File: src/rtl/if_spike_classifier.sv
// if_spike_classifier
// Output-decoding stage for the IF network. Counts spikes per output neuron
// over a fixed observation window, then walks the counts one neuron per cycle
// to find the most active neuron. The winning index, its count and a tie flag
// are offered to the host through a valid/ready handshake.

module if_spike_classifier #(
    parameter int NUM_OUTPUTS   = 4,
    parameter int CLASS_WIDTH   = 2,
    parameter int COUNT_WIDTH   = 8,
    parameter int WINDOW_CYCLES = 100
) (
    input  logic                   clk,
    input  logic                   rst,
    input  logic                   start,
    input  logic [NUM_OUTPUTS-1:0] spike_in,
    output logic                   busy,
    output logic                   result_valid,
    input  logic                   result_ready,
    output logic [CLASS_WIDTH-1:0] class_out,
    output logic [COUNT_WIDTH-1:0] max_count,
    output logic                   tie
);

    typedef enum logic [1:0] {
        S_IDLE    = 2'd0,
        S_COUNT   = 2'd1,
        S_COMPARE = 2'd2,
        S_HOLD    = 2'd3
    } state_e;

    // Window counter is sized for the largest legal window (65535).
    localparam int                   WIN_WIDTH = 16;
    localparam logic [WIN_WIDTH-1:0] WIN_LOAD  = WIN_WIDTH'(WINDOW_CYCLES);
    localparam logic [WIN_WIDTH-1:0] WIN_LAST  = WIN_WIDTH'(1);

    localparam logic [CLASS_WIDTH-1:0] IDX_FIRST = '0;
    localparam logic [CLASS_WIDTH-1:0] IDX_LAST  = CLASS_WIDTH'(NUM_OUTPUTS - 1);
    localparam logic [CLASS_WIDTH-1:0] IDX_ONE   = CLASS_WIDTH'(1);

    localparam logic [COUNT_WIDTH-1:0] CNT_MAX = '1;
    localparam logic [COUNT_WIDTH-1:0] CNT_ONE = COUNT_WIDTH'(1);

    // ------------------------------------------------------------------
    // State and datapath registers
    // ------------------------------------------------------------------
    state_e                 state_q, state_d;

    logic [COUNT_WIDTH-1:0] cnt_q [NUM_OUTPUTS];
    logic [COUNT_WIDTH-1:0] cnt_d [NUM_OUTPUTS];

    logic [WIN_WIDTH-1:0]   win_q, win_d;
    logic [CLASS_WIDTH-1:0] idx_q, idx_d;

    logic [COUNT_WIDTH-1:0] best_q, best_d;
    logic [CLASS_WIDTH-1:0] best_idx_q, best_idx_d;
    logic                   tie_q, tie_d;

    logic                   busy_q, busy_d;
    logic                   valid_q, valid_d;

    // Count value of the neuron currently being examined in COMPARE.
    logic [COUNT_WIDTH-1:0] cur_cnt;

    // Events that drive the FSM.
    logic                   start_accept;
    logic                   window_done;
    logic                   compare_done;
    logic                   handshake;

    // ------------------------------------------------------------------
    // Event decode
    // ------------------------------------------------------------------
    // Decode the conditions that move the FSM and the datapath.
    always_comb begin
        start_accept = (state_q == S_IDLE) && start;
        // The last sampling edge is the one that sees the window counter at 1.
        window_done  = (state_q == S_COUNT) && (win_q == WIN_LAST);
        compare_done = (state_q == S_COMPARE) && (idx_q == IDX_LAST);
        handshake    = (state_q == S_HOLD) && valid_q && result_ready;
        cur_cnt      = cnt_q[idx_q];
    end

    // ------------------------------------------------------------------
    // FSM: state register
    // ------------------------------------------------------------------
    // Hold the current FSM state; reset aborts any window or compare in flight.
    always_ff @(posedge clk or posedge rst) begin
        if (rst) begin
            state_q <= S_IDLE;
        end else begin
            // NOTE: sequential state always uses non-blocking assignment so every
            // flop samples the pre-edge values regardless of statement order.
            state_q <= state_d;
        end
    end

    // ------------------------------------------------------------------
    // FSM: next-state logic
    // ------------------------------------------------------------------
    // Compute the next FSM state from the current state and decoded events.
    always_comb begin
        // NOTE: assigning a default before the case keeps every path covered,
        // so no latch is inferred for state_d.
        state_d = state_q;
        unique case (state_q)
            S_IDLE: begin
                if (start_accept) begin
                    state_d = S_COUNT;
                end
            end
            S_COUNT: begin
                if (window_done) begin
                    state_d = S_COMPARE;
                end
            end
            S_COMPARE: begin
                if (compare_done) begin
                    state_d = S_HOLD;
                end
            end
            S_HOLD: begin
                // Leaving HOLD lands in IDLE; start is only looked at from there,
                // so the handshake edge itself never accepts a new request.
                if (handshake) begin
                    state_d = S_IDLE;
                end
            end
            default: begin
                state_d = S_IDLE;
            end
        endcase
    end

    // ------------------------------------------------------------------
    // FSM: output logic
    // ------------------------------------------------------------------
    // Derive the flag values for the coming state so the flags are registered.
    always_comb begin
        busy_d  = (state_d == S_COUNT) || (state_d == S_COMPARE);
        valid_d = (state_d == S_HOLD);
    end

    // Register the status flags; both are low out of reset.
    always_ff @(posedge clk or posedge rst) begin
        if (rst) begin
            busy_q  <= 1'b0;
            valid_q <= 1'b0;
        end else begin
            busy_q  <= busy_d;
            valid_q <= valid_d;
        end
    end

    // ------------------------------------------------------------------
    // Spike counters and window counter
    // ------------------------------------------------------------------
    // Clear on an accepted start, count saturating spikes during the window.
    always_comb begin
        for (int i = 0; i < NUM_OUTPUTS; i++) begin
            cnt_d[i] = cnt_q[i];
        end
        win_d = win_q;

        if (start_accept) begin
            for (int i = 0; i < NUM_OUTPUTS; i++) begin
                cnt_d[i] = '0;
            end
            win_d = WIN_LOAD;
        end else if (state_q == S_COUNT) begin
            for (int i = 0; i < NUM_OUTPUTS; i++) begin
                // Saturate instead of wrapping so a busy neuron never looks quiet.
                if (spike_in[i] && (cnt_q[i] != CNT_MAX)) begin
                    cnt_d[i] = cnt_q[i] + CNT_ONE;
                end
            end
            win_d = win_q - WIN_LAST;
        end
    end

    // Register the per-neuron counters and the window counter.
    always_ff @(posedge clk or posedge rst) begin
        if (rst) begin
            // NOTE: the counter array is small and flop-based, and a reset must
            // leave every count at zero, so each entry is reset explicitly.
            for (int i = 0; i < NUM_OUTPUTS; i++) begin
                cnt_q[i] <= '0;
            end
            win_q <= '0;
        end else begin
            for (int i = 0; i < NUM_OUTPUTS; i++) begin
                cnt_q[i] <= cnt_d[i];
            end
            win_q <= win_d;
        end
    end

    // ------------------------------------------------------------------
    // Sequential arg-max scan
    // ------------------------------------------------------------------
    // Examine one neuron per COMPARE edge, tracking best count, index and tie.
    always_comb begin
        idx_d      = idx_q;
        best_d     = best_q;
        best_idx_d = best_idx_q;
        tie_d      = tie_q;

        if (start_accept) begin
            idx_d = IDX_FIRST;
        end else if (state_q == S_COMPARE) begin
            if (idx_q == IDX_FIRST) begin
                // Neuron 0 seeds the scan unconditionally.
                best_d     = cur_cnt;
                best_idx_d = IDX_FIRST;
                tie_d      = 1'b0;
            end else if (cur_cnt > best_q) begin
                best_d     = cur_cnt;
                best_idx_d = idx_q;
                tie_d      = 1'b0;
            end else if (cur_cnt == best_q) begin
                // Equal count: keep the lower index already held, flag the tie.
                tie_d = 1'b1;
            end
            if (!compare_done) begin
                idx_d = idx_q + IDX_ONE;
            end
        end
    end

    // Register the scan index and the result being built; these drive the outputs.
    always_ff @(posedge clk or posedge rst) begin
        if (rst) begin
            idx_q      <= '0;
            best_q     <= '0;
            best_idx_q <= '0;
            tie_q      <= 1'b0;
        end else begin
            idx_q      <= idx_d;
            best_q     <= best_d;
            best_idx_q <= best_idx_d;
            tie_q      <= tie_d;
        end
    end

    // ------------------------------------------------------------------
    // Outputs: all driven straight from flops
    // ------------------------------------------------------------------
    assign busy         = busy_q;
    assign result_valid = valid_q;
    assign class_out    = best_idx_q;
    assign max_count    = best_q;
    assign tie          = tie_q;

endmodule

File: config.mk
export PLATFORM = sky130hd
export DESIGN_NAME = if_spike_classifier
export DESIGN_NICKNAME = d
export VERILOG_FILES = /design/src/rtl/if_spike_classifier.sv
export SDC_FILE = /design/constraint.sdc
export NUM_CORES = 1
export LEC_CHECK = 0
export CORE_UTILIZATION = 35
export DETAILED_ROUTE_END_ITERATION = 16
export DONT_BUFFER_PORTS = 1
export PLACE_DENSITY = 0.54
export SYNTH_ARGS = -nofsm -noshare
export SYNTH_HDL_FRONTEND = slang
export SYNTH_SLANG_ARGS = --single-unit
File: constraint.sdc
create_clock -name clk -period 3.7 [get_ports clk]
set_input_delay 0.185 -clock clk [delete_from_list [all_inputs] [get_ports clk]]
set_output_delay 0.185 -clock clk [all_outputs]
set_load 0.01 [all_outputs]
==> impl_metrics.yaml <==
run_status:
  status: "complete, no violations"
logic_synthesis:
  synthCells: 338
  yosysTopAreaCell: "dfrtp_1"
  synth_edf_count: 0
  synth_ff_type: "dfrtp_1"
  synthTopCellsByArea: "dfrtp_1 (46%), ha_1 (6.1%), mux4_2 (5.1%)"
  ys_seq_area_share_pct: 46.46
  synth_nets: 363
  async_flop_share_pct: 100.0
  yosys.cell_types.count: 43
  synth_top_area_share_pct: 46.46
  syn_area_per_cell_um2: 10.36
  netlist_area_um2: 3501
  ys_warn_count: 0
  ys_ff_latch: 65
route:
  drt_iter0_drc: 119
  drc_errors: 0
  drt_first_pass_iters: 4
  vias_per_cell: 5.250
  wl_um: 7284
  avgRoutedWirePerCell_um: 15.18
  antenna_left: 0
  via_count: 2520
power_and_ir_drop:
  switchingPower_uw: 1126
  report.power.total_uw: 2909
  p_leak_uw: 0.001654
  power_frac_seq_pct: 43.7
  p_comb_share_pct: 31.7
  pwr-share-clk_pct: 24.5
  netSwitchingFraction_pct: 38.71
  p_int_uw: 1783
  power_density_nw_per_um2: 747.2
  ir_worst_vdd_mv: 0.2379
global_routing:
  antenna_found_initial: 0
  overflow: 0
  grt_use_total_pct: 14.98
  grt_pass1_vias: 2311
  grt_max_degree: 48
  grt_pass1_wl_um: 11760
sta:
  min_period_over_period_pct: 82.59
  slew-limit-headroom_pct: 33.57
  setup_viol: 0
  slew_viol_final: 0
  rsz0062_at_grt: "false"
  fin_skew_ns: 0.01091
  min_period_ns: 3.056
  max_slew.worst_pin.slew_ns: 0.9950
  tns_ns: 0
  fmax_mhz: 327.2
  finalHoldViolations: 0
critical_path:
  critical_path_class: "flop to flop"
  path_buf_inv: 0
  cp-start-kind: "flop"
  r2r_start: "idx_q[0]"
  cp-startpoint: "idx_q[0]"
  r2r_slack_ns: 0.64
  crit_fanout: 13
  cpMaxStageDelayCell: "dfrtp_1"
  ff2ff_path_depth: 7
  path_delay_family: "multiplexers"
  path_cells: "mux4_2, ha_1, nor2b_1, o211ai_1, a21oi_1, o31a_1, mux2_2"
  reg2reg_to: "max_count[4]"
  cpPeakStageDelay_ns: 0.73
  worstPathArrival_ns: 3.29
  cp_num_cells: 7
  endpoint: "max_count[4]"
  critical_path_required_ns: 3.93
  end_kind: "flop"
final_layout:
  synthToLayoutAreaGrowth_pct: 11.22
  antenna_cells: 0
  utilization_pct: 40.02
  final_cell_mix: "dfrtp_1 (65), nor2_1 (34), nand3_1 (22)"
  layout.nets: 367
  regArea_um2: 1627
  fillers: 967
  final_cell_area_um2: 3894
  drive_above_1_share_pct: 12.10
  mostFrequentLayoutCell: "dfrtp_1"
  multi_input_area_um2: 1757
clock_tree:
  clk_pin_slew_ns: 0.08
  ctsResizeCount: 0
  cts-htree-levels: 3
  numCtsBuffers: 9
  clk_latency_ns: 0.35
  cts_buffer_depth: 2
  post_cts_buffers: 0
  tritoncts: "built"
  clockRootBuffer: "clkbuf_8"
  cts_sinks: 65
placement:
  dp_hpwl_um: 5245
  finalWeightedCongestion: 0.8390
  place_area_um2: 3647
  io_buffers: 0
floorplanning:
  rows: 36
  dieArea_um2: 10410
  core_um2: 9729
  die_w_um: 102.0
  die_h_um: 102.0
  start_util_pct: 35.98
  pin_count: 21
hold_path:
  hp-class: "primary input to flop"
flow_run:
  maxCapViolCount: 0
[cells in the mapped netlist, types with 8 or more instances]
cell,instances
inv_1,20
a21oi_1,12
nor3_1,14
clkbuf_1,9
nand4_1,9
nand2_1,17
ha_1,17
xor2_1,8
mux4_2,8
xnor2_1,16
nor2_1,34
mux2_2,8
o21ai_0,15
o211ai_1,8
nand3_1,22
dfrtp_1,65
[timing repair]
action / in CTS / in global routing
hold buffers: 1 / 0
hold endpoints to repair: 46 / 0
setup endpoints to repair: 0 / 0
[worst min path at each step]
stage | start | depth (start not counted) | to
floorplan | result_ready | 3 | state_q[0]
global placement | rst | 1 | win_q[2]
detailed placement | rst | 1 | win_q[2]
CTS | result_ready | 2 | state_q[1]
global route | result_ready | 2 | state_q[1]
finish | result_ready | 2 | state_q[1]
[power by group through the flow]
stage / sequential, uW / combinational [uW] / clock, uW
after floorplan: 1160 / 796 / 0
after global placement: 1270 / 907 / 0
after detailed placement: 1280 / 925 / 0
after CTS: 1270 / 933 / 734
after global routing: 1310 / 1060 / 766
final: 1270 / 923 / 714
[final cells by class]
type                    count  share of cell area (%)
multi-input cells         242                   45.12
inverters                  20                   1.928
clock inverters             5                   2.185
well taps                 133                   4.274
clock buffers              11                   3.888
flip-flops and latches     65                   41.77
repair buffers              4                  0.8355
[per-stage QoR]
stage               std cells  setup WS (ns)  hold slack (ns)
floorplan                 338         0.6651           0.4180
global placement          463         0.7063           0.3616
detailed placement        463         0.6254           0.3647
CTS                       480         0.6045          0.08977
global route              480         0.3663          0.09001
finish                    480         0.6440           0.1097
[cells by family (layout without fill, tap and decap cells)]
logic type                 Yosys count  count (layout)  synth area share (%)
and+or+nand+nor                    124             124                 18.34
DFF                                 65              65                 46.46
muxes                               22              22                 9.435
buffers and inverters               31              40                 3.359
xor gates and xnor gates            24              24                 6.004
AOI/OAI and AO/OA                   55              55                 10.33
adders and majority gates           17              17                 6.076
[routing by layer]
metal / vias up / GRT usage [%] / part of all wire [%]
met3: 16 / 4.036 / 3.8
met5: - / 0 / 0
met4: 0 / 8.022 / 2.9
met2: 35 / 22.20 / 44
met1: 1227 / 19.95 / 49
li1: 1242 / - / -
[flip-flops by register name, summed over array words and instances, names as in the netlist]
name / count
cnt_q: 32
win_q: 16
max_count: 8
class_out: 2
idx_q: 2
state_q: 2
busy: 1
result_valid: 1
tie: 1
Power figures use the tool's default switching activity.
